[src/rtl/frog_pkg.sv]
// Shared types and constants for the frog game layer: FSM states, hop
// directions, screen geometry and the key-edge priority encoder.
package frog_pkg;

   localparam int SCREEN_W    = 640;
   localparam int SCREEN_H    = 480;
   localparam int SPRITE_SIZE = 26;

   typedef enum logic [1:0] {IDLE, HOP, DEAD} state_t;

   typedef enum logic [2:0] {DIR_NONE, DIR_UP, DIR_DOWN, DIR_LEFT, DIR_RIGHT} dir_t;

   // Edge vector bit order is {right, left, down, up}; up wins ties.
   function automatic dir_t pick_dir(input logic [3:0] edges);
      if (edges[0]) return DIR_UP;
      if (edges[1]) return DIR_DOWN;
      if (edges[2]) return DIR_LEFT;
      if (edges[3]) return DIR_RIGHT;
      return DIR_NONE;
   endfunction

endpackage

[src/rtl/frog_key_sync.sv]
// Four-bit two-flop synchroniser followed by a registered rising-edge detector;
// a key edge appears on key_edge three cycles after the raw input rises.
module frog_key_sync (
   input  logic       CLK,
   input  logic       RESETn,
   input  logic [3:0] keys_in,
   output logic [3:0] key_edge
);

   logic [3:0] meta_q, meta_d;
   logic [3:0] sync_q, sync_d;
   logic [3:0] prev_q, prev_d;
   logic [3:0] edge_q, edge_d;

   always_comb begin
      meta_d = keys_in;
      sync_d = meta_q;
      prev_d = sync_q;
      edge_d = sync_q & ~prev_q;
   end

   always_ff @(posedge CLK or negedge RESETn) begin
      if (!RESETn) begin
         meta_q <= '0;
         sync_q <= '0;
         prev_q <= '0;
         edge_q <= '0;
      end else begin
         meta_q <= meta_d;
         sync_q <= sync_d;
         prev_q <= prev_d;
         edge_q <= edge_d;
      end
   end

   assign key_edge = edge_q;

endmodule

[src/rtl/frog_move.sv]
// Frog sprite position controller: key-driven animated hops, screen-edge limits,
// collision deaths and top-of-screen arrival. Define FROG_CARRY_EN for log drift.
module frog_move
   import frog_pkg::*;
#(
   parameter int INIT_X      = 307,
   parameter int INIT_Y      = 454,
   parameter int MAX_X       = 614,
   parameter int MAX_Y       = 454,
   parameter int STEP        = 26,
   parameter int SPEED       = 2,
   parameter int DEAD_FRAMES = 60
) (
   input  logic        CLK,
   input  logic        RESETn,
   input  logic        startOfFrame,
   input  logic        key_up,
   input  logic        key_down,
   input  logic        key_left,
   input  logic        key_right,
   input  logic        collision,
   input  logic [3:0]  carry_dx,
   output logic [10:0] ObjectStartX,
   output logic [10:0] ObjectStartY,
   output logic        hopping,
   output logic        dead,
   output logic        reached_top
);

   localparam int DW = $clog2(DEAD_FRAMES + 1);
   localparam logic [10:0] INIT_X_C = 11'(INIT_X);
   localparam logic [10:0] INIT_Y_C = 11'(INIT_Y);
   localparam logic [10:0] MAX_X_C  = 11'(MAX_X);
   localparam logic [10:0] STEP_C   = 11'(STEP);
   localparam logic [10:0] SPEED_C  = 11'(SPEED);
   localparam logic signed [11:0] STEP_S  = 12'(STEP);
   localparam logic signed [11:0] MAX_X_S = 12'(MAX_X);
   localparam logic signed [11:0] MAX_Y_S = 12'(MAX_Y);

   state_t         state_q, state_d;
   dir_t           pend_q, pend_d;
   dir_t           hdir_q, hdir_d;
   dir_t           new_dir;
   logic [10:0]    x_q, x_d, y_q, y_d;
   logic [10:0]    rem_q, rem_d;
   logic [10:0]    mv;
   logic [DW-1:0]  dcnt_q, dcnt_d;
   logic           hopping_q, hopping_d;
   logic           dead_q, dead_d;
   logic           top_q, top_d;
   logic [3:0]     key_edge;
   logic signed [11:0] x_s, y_s, tgt;
   logic           tgt_ok, start_hop;
   logic [10:0]    x_carry;

   frog_key_sync u_key_sync (
      .CLK      (CLK),
      .RESETn   (RESETn),
      .keys_in  ({key_right, key_left, key_down, key_up}),
      .key_edge (key_edge)
   );

   // Target of the pending hop, checked against [0, MAX] in signed arithmetic.
   always_comb begin
      x_s    = $signed({1'b0, x_q});
      y_s    = $signed({1'b0, y_q});
      tgt    = '0;
      tgt_ok = 1'b0;
      case (pend_q)
         DIR_UP: begin
            tgt    = y_s - STEP_S;
            tgt_ok = (tgt >= 12'sd0);
         end
         DIR_DOWN: begin
            tgt    = y_s + STEP_S;
            tgt_ok = (tgt <= MAX_Y_S);
         end
         DIR_LEFT: begin
            tgt    = x_s - STEP_S;
            tgt_ok = (tgt >= 12'sd0);
         end
         DIR_RIGHT: begin
            tgt    = x_s + STEP_S;
            tgt_ok = (tgt <= MAX_X_S);
         end
         default: ;
      endcase
   end

   assign start_hop = (pend_q != DIR_NONE) && tgt_ok;

`ifdef FROG_CARRY_EN
   logic signed [11:0] cx;

   always_comb begin
      cx = x_s + $signed({{8{carry_dx[3]}}, carry_dx});
      if (cx < 12'sd0)
         x_carry = '0;
      else if (cx > MAX_X_S)
         x_carry = MAX_X_C;
      else
         x_carry = cx[10:0];
   end
`else
   logic unused_carry;
   assign unused_carry = ^carry_dx;

   always_comb x_carry = x_q;
`endif

   assign mv = (rem_q < SPEED_C) ? rem_q : SPEED_C;

   always_comb begin
      state_d = state_q;
      x_d     = x_q;
      y_d     = y_q;
      rem_d   = rem_q;
      hdir_d  = hdir_q;
      dcnt_d  = dcnt_q;
      top_d   = 1'b0;
      new_dir = pick_dir(key_edge);
      pend_d  = (new_dir != DIR_NONE) ? new_dir : pend_q;

      case (state_q)
         IDLE: begin
            if (collision) begin
               state_d = DEAD;
               pend_d  = DIR_NONE;
               dcnt_d  = '0;
            end else if (startOfFrame) begin
               // A serviced or dropped request is consumed unless a newer edge arrives now.
               if (pend_q != DIR_NONE && new_dir == DIR_NONE)
                  pend_d = DIR_NONE;
               if (start_hop) begin
                  state_d = HOP;
                  hdir_d  = pend_q;
                  rem_d   = STEP_C;
               end else begin
                  x_d = x_carry;
               end
            end
         end
         HOP: begin
            if (collision) begin
               state_d = DEAD;
               pend_d  = DIR_NONE;
               dcnt_d  = '0;
            end else if (startOfFrame) begin
               rem_d = rem_q - mv;
               case (hdir_q)
                  DIR_UP:    y_d = y_q - mv;
                  DIR_DOWN:  y_d = y_q + mv;
                  DIR_LEFT:  x_d = x_q - mv;
                  DIR_RIGHT: x_d = x_q + mv;
                  default: ;
               endcase
               if (rem_d == '0) begin
                  state_d = IDLE;
                  if (y_d == '0) begin
                     top_d = 1'b1;
                     x_d   = INIT_X_C;
                     y_d   = INIT_Y_C;
                  end
               end
            end
         end
         DEAD: begin
            pend_d = DIR_NONE;
            if (startOfFrame) begin
               if (dcnt_q == DW'(DEAD_FRAMES - 1)) begin
                  state_d = IDLE;
                  dcnt_d  = '0;
                  x_d     = INIT_X_C;
                  y_d     = INIT_Y_C;
               end else begin
                  dcnt_d = dcnt_q + 1'b1;
               end
            end
         end
         default: state_d = IDLE;
      endcase

      hopping_d = (state_d == HOP);
      dead_d    = (state_d == DEAD);
   end

   always_ff @(posedge CLK or negedge RESETn) begin
      if (!RESETn) begin
         state_q   <= IDLE;
         pend_q    <= DIR_NONE;
         hdir_q    <= DIR_NONE;
         x_q       <= INIT_X_C;
         y_q       <= INIT_Y_C;
         rem_q     <= '0;
         dcnt_q    <= '0;
         hopping_q <= 1'b0;
         dead_q    <= 1'b0;
         top_q     <= 1'b0;
      end else begin
         state_q   <= state_d;
         pend_q    <= pend_d;
         hdir_q    <= hdir_d;
         x_q       <= x_d;
         y_q       <= y_d;
         rem_q     <= rem_d;
         dcnt_q    <= dcnt_d;
         hopping_q <= hopping_d;
         dead_q    <= dead_d;
         top_q     <= top_d;
      end
   end

   assign ObjectStartX = x_q;
   assign ObjectStartY = y_q;
   assign hopping      = hopping_q;
   assign dead         = dead_q;
   assign reached_top  = top_q;

endmodule

[config.mk]
export PLATFORM = sky130hd
export DESIGN_NAME = frog_move
export DESIGN_NICKNAME = d
export VERILOG_FILES = /design/src/rtl/frog_pkg.sv /design/src/rtl/frog_key_sync.sv /design/src/rtl/frog_move.sv
export SDC_FILE = /design/constraint.sdc
export NUM_CORES = 1
export LEC_CHECK = 0
export ABC_CLOCK_PERIOD_IN_PS = 8100
export CAP_MARGIN = 20
export CORE_ASPECT_RATIO = 0.7
export CORE_MARGIN = 3
export CORE_UTILIZATION = 60
export CTS_BUF_LIST = sky130_fd_sc_hd__clkbuf_8
export CTS_CLUSTER_SIZE = 16
export DETAILED_ROUTE_END_ITERATION = 8
export GPL_TIMING_DRIVEN = 0
export PLACE_DENSITY_LB_ADDON = 0.1
export SLEW_MARGIN = 20
export SYNTH_ARGS = -nofsm -noshare
export SYNTH_HDL_FRONTEND = slang
export SYNTH_SLANG_ARGS = --single-unit
[constraint.sdc]
create_clock -name CLK -period 8.1 [get_ports CLK]
set_clock_uncertainty 0.15 [all_clocks]
set_input_delay 2.43 -clock CLK [delete_from_list [all_inputs] [get_ports CLK]]
set_output_delay 2.43 -clock CLK [all_outputs]
set_load 0.02 [all_outputs]
==> reports/metrics.cfg, run 1 <==
[sta]
finalSetupViolCount = 0
tns_ns = 0
tightest_slew_ns = 0.949
hold_violations = 0
rsz0062_at_grt = false
period_minus_slack_ns = 6.01
final-max-slew-violation-count = 0
min_period_over_period_pct = 74.2
relSlewSlack_pct = 36.2
holdWs_ns = 0.205
fmax_mhz = 166

[floorplanning]
ioPinCount = 37
core_mm2 = 0.00704
dieArea_mm2 = 0.00870
rows = 25
initial_utilization_pct = 64.8
die_h_um = 78.9
die_w_um = 110

[global_route]
antenna_found_initial = 0
grt_pass1_wl_um = 19900
grt_max_degree = 59
grt.total_usage_pct = 29.2
grt_pass1_vias = 4015
overflow = 0

[hold_path]
hold_path_depth = 0
min_from = u_key_sync.meta_q[2]
worstHoldPathType = register to register
min_to = u_key_sync.prev_d[2]

[route]
drcViolationCount = 0
routedWlPerCell_um = 18.1
drtIter0Drc = 294
antenna_left = 0
dr.pass1.iters = 4
routed_wl_um = 11800
via_per_inst = 6.49
route.vias.total = 4236

[worst_setup_path]
crit_chain = clkbuf_1 > nor3_1 > nand2_1 > nor2_2 > and2_1 > inv_1 > ha_1 > nor2_1 > a21oi_1 > inv_1 > fa_1 > and2b_1 > o221a_2 > o311ai_2 > a2111o_1 > a211oi_2 > nor4b_4 > nor2_1 > a311o_1
startpoint_type = register
worstSetupPathType = register to register
critPathCaptureType = register
critPathArrivalTime_ns = 6.09
cp_max_fo = 9
r2r_slack_ns = 2.09
reg2regPathDepth = 19
max_stage_delay_ns = 0.51
r2r_start = rem_q[8]
timing.rr.end = ObjectStartX[10]
crit_required_ns = 8.18
crit_path_top_delay_cell = nor4b_4

[clock_network]
clk_latency_ns = 0.35
clockBufferDepth = 2
tritoncts = yes
clkTransAtPathRegs_ns = 0.08
cts_setup_buffers = 0
cts_root_buf = clkbuf_8
clock-sinks = 66
cts_buffers = 9
cts_resized = 0
postCtsHoldBufs = 0
htreeDepth = 3

[final_layout]
syn_to_final_growth_pct = 15.7
multiInputGateArea_mm2 = 0.00274
insertedDiodeCount = 0
final-seq-area_mm2 = 0.00166
fill_cells = 538
fin_nets = 595
stdcell_count = 653
final_layout_size_suffix_gt1_share_pct = 8.77

[synth]
synth-main-ff-cell = dfrtp_1
avgSynthCellArea_um2 = 8.94
ys_seq_area_share_pct = 36.5
yosysUniqueCellTypes = 74
yosysWarnings = 0
synth_edf_count = 0
synthesis.nets = 551
synthArstFlopShare_pct = 100
netlist_instances = 510
synth-seq-cells = 66
synth_area_mm2 = 0.00456

[power]
peakVddDrop_v = 0.000164
p_leak_uw = 0.00218
power_density_mw_per_mm2 = 199
p_total_uw = 1050

[placed_design]
dp_cells = 637
gp_congestion = 0.952
io_buffer_count = 32
dp_hpwl_um = 8560

[status]
status = complete, no violations

[run]
maxCapViolations = 0

[placed cells by master, fill, tap and decap left out, types with 8 or more instances in the layout]
| master | synthesis | layout |
|---|---|---|
| nor2_1 | 59 | 59 |
| xnor2_1 | 12 | 12 |
| dfrtp_1 | 56 | 56 |
| nand2_1 | 34 | 34 |
| nor3_1 | 21 | 20 |
| clkbuf_8 | 0 | 9 |
| nand2b_1 | 8 | 8 |
| a21oi_1 | 27 | 27 |
| nor2b_1 | 10 | 10 |
| dfstp_2 | 10 | 10 |
| o21ai_0 | 23 | 23 |
| a211oi_1 | 8 | 8 |
| nand3_1 | 9 | 9 |
| clkdlybuf4s50_1 | 0 | 31 |
| nor4_1 | 11 | 11 |
| ha_1 | 27 | 27 |
| inv_1 | 26 | 26 |
| clkbuf_1 | 12 | 12 |
| xor2_1 | 10 | 10 |
[registers in the layout, indices dropped and copies added (netlist names)]
register,cells
ObjectStartX,11
ObjectStartY,11
rem_q,11
dcnt_q,6
u_key_sync.key_edge,4
u_key_sync.meta_q,4
u_key_sync.prev_d,4
u_key_sync.prev_q,4
hdir_q,3
pend_q,3
state_q,2
dead,1
hopping,1
reached_top,1
[layer usage]
layer | wire (um) | global-route usage (%) | part of all wire [%]
met5 | 0 | 0 | 0
met1 | 5480 | 42.2 | 46
met3 | 787 | 6.01 | 6.6
met4 | 163 | 8.73 | 1.4
met2 | 5410 | 44.3 | 46
[how the worst max path moves through the flow]
stage               startpoint          endpoint  slack [ns]
detailed placement    rem_q[7]  ObjectStartX[10]        2.30
finish                rem_q[8]  ObjectStartX[10]        2.09
CTS                   rem_q[8]  ObjectStartX[10]        2.28
global placement        RESETn   ObjectStartY[3]        2.28
global route          rem_q[8]  ObjectStartX[10]        1.78
floorplan             rem_q[7]  ObjectStartX[10]        3.29
[report_power, final]
part           switching, uW  internal [uW]
combinational            187            129
sequential              28.5            355
clock                    141            207
total                    357            691
[metrics by stage]
| stage | setup slack (ns) | utilization [%] | area [um2] |
|---|---|---|---|
| floorplan | 3.29 | - | 4560 |
| global placement | 2.28 | 71.0 | 5000 |
| detailed placement | 2.30 | 71.3 | 5020 |
| CTS | 2.28 | 74.9 | 5270 |
| global route | 1.78 | 74.9 | 5270 |
| finish | 2.09 | 74.9 | 5270 |
[final cells by class]
class / count / share of cell area, %
well taps: 94 / 2.23
multi-input cells: 403 / 52.0
clock inverters: 7 / 2.35
plain buffers: 15 / 1.14
clock buffers: 9 / 2.35
repair buffers: 33 / 6.55
flip-flops and latches: 66 / 31.6
inverters: 26 / 1.85
[cell families after synthesis]
kind of cell	after synthesis	share of synthesized area [%]
DFF	66	36.5
buffers and inverters	41	3.46
AOI/OAI and AO/OA	146	22.9
and+or+nand+nor	199	23.1
xor gates and xnor gates	22	4.23
other	1	0.0823
adders and majority gates	29	8.29
muxes	6	1.43
[cells in the mapped netlist, drive strengths merged, types with 5 or more instances]
master   n  area, um2
nor2    60        228
o31ai    6       45.0
nor2b   10       62.6
clkbuf  12       45.0
o21ai   24        120
nand3    9       45.0
dfrtp   56       1400
nor4    12       81.3
or3      5       31.3
xnor2   12        105
o22ai    7       43.8
a211oi   9       72.6
nor4b    5       58.8
a21o     6       45.0
nand4    7       43.8
inv     26       97.6
a21oi   27        135
ha      27        338
or2      5       31.3
o211ai   7       52.6
nand2   34        128
nand2b   8       50.1
dfstp   10        263
nor3    22        115
xor2    10       87.6
a22o     7       61.3
a31oi    5       31.3
[critical path, delay by kind of cell (launching register included)]
kind | cells | cell delay (ns)
adder cells (fa/ha/maj) | 2 | 0.73
flip-flops | 1 | 0.36
buffers and inverters | 3 | 0.38
AND/OR/NAND/NOR | 8 | 2.45
AO/OA/AOI/OAI | 6 | 1.82
No activity file was read; power rests on OpenSTA's default activity.
==> inputs of run 2 (changes only) <==
Settings changed: ABC_CLOCK_PERIOD_IN_PS 8100 to 5570.
Clock period 8.1 ns to 5.57 ns, I/O delays scaled along.
==> run 2 against run 1 <==
Net effect: critical path depth stayed put; design area is 1.4% higher; final cell count is 0.61% higher; total power is 46% higher; combinational power is 49% higher; sequential power is 46% higher.
==> reports/metrics.cfg, run 2 (synthesis gave the netlist of run 1 again) <==
[status]
status = complete, no violations  ; unchanged

[global_route]
overflow = 0  ; unchanged
antenna_found_initial = 0  ; unchanged
grt_pass1_wl_um = 20000  ; was 19,900 um
grt_pass1_vias = 4031  ; was 4,015
grt_max_degree = 59  ; unchanged
grt.total_usage_pct = 29.3  ; was 29.2%

[power]
p_leak_uw = 0.00221  ; was 0.00218 uW
p_total_uw = 1540  ; was 1050 uW
peakVddDrop_v = 0.000237  ; was 0.000164 V
power_density_mw_per_mm2 = 287  ; was 199 mW/mm2

[worst_setup_path]
crit_chain = clkbuf_1 > nor3_4 > nand2_2 > nor2_4 > and2_2 > inv_1 > ha_1 > nor2_1 > a21oi_2 > inv_1 > fa_1 > and2b_1 > o221a_2 > o311ai_2 > a2111o_1 > a211oi_2 > nor4b_4 > nor2_1 > a311o_1  ; was clkbuf_1 > nor3_1 > nand2_1 > nor2_2 > and2_1 > inv_1 > ha_1 > nor2_1 > a21oi_1 > inv_1 > fa_1 > and2b_1 > o221a_2 > o311ai_2 > a2111o_1 > a211oi_2 > nor4b_4 > nor2_1 > a311o_1
critPathCaptureType = register  ; unchanged
crit_buf_inv = 3  ; unchanged
crit_path_top_delay_cell = a2111o_1  ; was nor4b_4
worstSetupPathType = register to register  ; unchanged
reg2regPathDepth = 19  ; unchanged
r2r_slack_ns = 0.32  ; was 2.09 ns
max_stage_delay_ns = 0.45  ; was 0.51 ns
critPathArrivalTime_ns = 5.33  ; was 6.09 ns
cp_max_fo = 9  ; unchanged
startpoint_type = register  ; unchanged
crit_required_ns = 5.65  ; was 8.18 ns
cp_top_family = simple AND/OR/NAND/NOR gates  ; unchanged
worstSetupPathDepth = 19  ; unchanged

[sta]
fmax_mhz = 190  ; was 166 MHz
tns_ns = 0  ; unchanged
tightest_slew_ns = 0.816  ; was 0.949 ns
min_period_over_period_pct = 94.3  ; was 74.2%
relSlewSlack_pct = 45.1  ; was 36.2%
final-max-slew-violation-count = 0  ; unchanged
holdWs_ns = 0.205  ; about the same
period_minus_slack_ns = 5.25  ; was 6.01 ns
finalSetupViolCount = 0  ; unchanged
rsz0062_at_grt = false  ; unchanged
hold_violations = 0  ; unchanged

[route]
route.vias.total = 4266  ; was 4,236
routedWlPerCell_um = 18.3  ; was 18.1 um
dr.pass1.iters = 4  ; unchanged
via_per_inst = 6.49  ; about the same
routed_wl_um = 12000  ; was 11,800 um
drtIter0Drc = 310  ; was 294
antenna_left = 0  ; unchanged
drcViolationCount = 0  ; unchanged

[clock_network]
clockBufferDepth = 2  ; unchanged
cts_buffers = 9  ; unchanged
htreeDepth = 3  ; unchanged
clkTransAtPathRegs_ns = 0.08  ; about the same
clock-sinks = 66  ; unchanged
tritoncts = yes  ; unchanged
cts_root_buf = clkbuf_8  ; unchanged
clk_latency_ns = 0.35  ; about the same

[placed_design]
io_buffer_count = 32  ; unchanged
gp_congestion = 0.952  ; unchanged
dp_hpwl_um = 8560  ; unchanged
dp_cells = 637  ; unchanged

[hold_path]
worstHoldPathType = register to register  ; unchanged
hold_path_depth = 0  ; unchanged

[final_layout]
final_cell_mix = nor2_1 (59), dfrtp_1 (56), nand2_1 (33), clkdlybuf4s50_1 (31), ha_1 (27)  ; was nor2_1 (59), dfrtp_1 (56), nand2_1 (34), clkdlybuf4s50_1 (31)
final_common_cell = nor2_1  ; unchanged
syn_to_final_growth_pct = 17.3  ; was 15.7%
fin_nets = 599  ; was 595
fill_cells = 525  ; was 538
insertedDiodeCount = 0  ; unchanged
stdcell_count = 657  ; was 653
final_layout_size_suffix_gt1_share_pct = 10.5  ; was 8.77%
finish.utilization_pct = 76.0  ; was 74.9%

[floorplanning]
rows = 25  ; unchanged
die_h_um = 78.9  ; unchanged
core_mm2 = 0.00704  ; unchanged
initial_utilization_pct = 64.8  ; unchanged
ioPinCount = 37  ; unchanged
die_w_um = 110  ; unchanged
dieArea_mm2 = 0.00870  ; unchanged

[run]
maxCapViolations = 0  ; unchanged

-- run 2: layer usage --
metal / share of wire (%) / track usage, % / routed length (um) / up-vias
met1: 47 / 42.0 / 5590 / 2084
met5: 0 / 0 / 0 / -
met2: 45 / 44.5 / 5450 / 143
met4: 1.6 / 8.86 / 195 / 0
met3: 6.3 / 6.34 / 751 / 19
li1: - / - / - / 2020
-- run 2: layout make-up --
class	instances	area, um2	area share (%)
Clock buffer	9	124	2.32
Sequential cell	66	1660	31.1
Buffer	15	60.1	1.12
Inverter	26	97.6	1.82
Clock inverter	7	124	2.32
Tap cell	94	118	2.20
Timing Repair Buffer	37	375	7.02
Multi-Input combinational cell	403	2790	52.1
-- run 2: worst paths after layout --
| check | startpoint | to |
|---|---|---|
| min in group asynchronous | RESETn | reached_top |
| setup / recovery | rem_q[8] | ObjectStartX[10] |
| hold / removal | u_key_sync.meta_q[2] | u_key_sync.prev_d[2] |
| max in group asynchronous | RESETn | ObjectStartY[1] |
| hold reg to reg | u_key_sync.meta_q[2] | u_key_sync.prev_d[2] |
| setup reg to reg | rem_q[8] | ObjectStartX[10] |
-- run 2: stage by stage --
stage	setup WS [ns]	area (um2)
floorplan	0.756	4560
global placement	-0.102	5000
detailed placement	-0.235	5020
CTS	0.0214	5300
global route	0.0426	5350
finish	0.318	5350
-- run 2: what timing repair did --
action | in CTS | in global routing
hold buffers | 0 | 0
hold endpoints to repair | 0 | 0
gates resized for setup | 3 | 7
pin swaps | 0 | 1
setup buffers | 2 | 2
setup endpoints to repair | 18 | 19
-- run 2: power by group --
group	internal (uW)	switching [uW]	total, uW
Sequential	516	42.6	559
Combinational	192	279	471
Clock	301	205	506
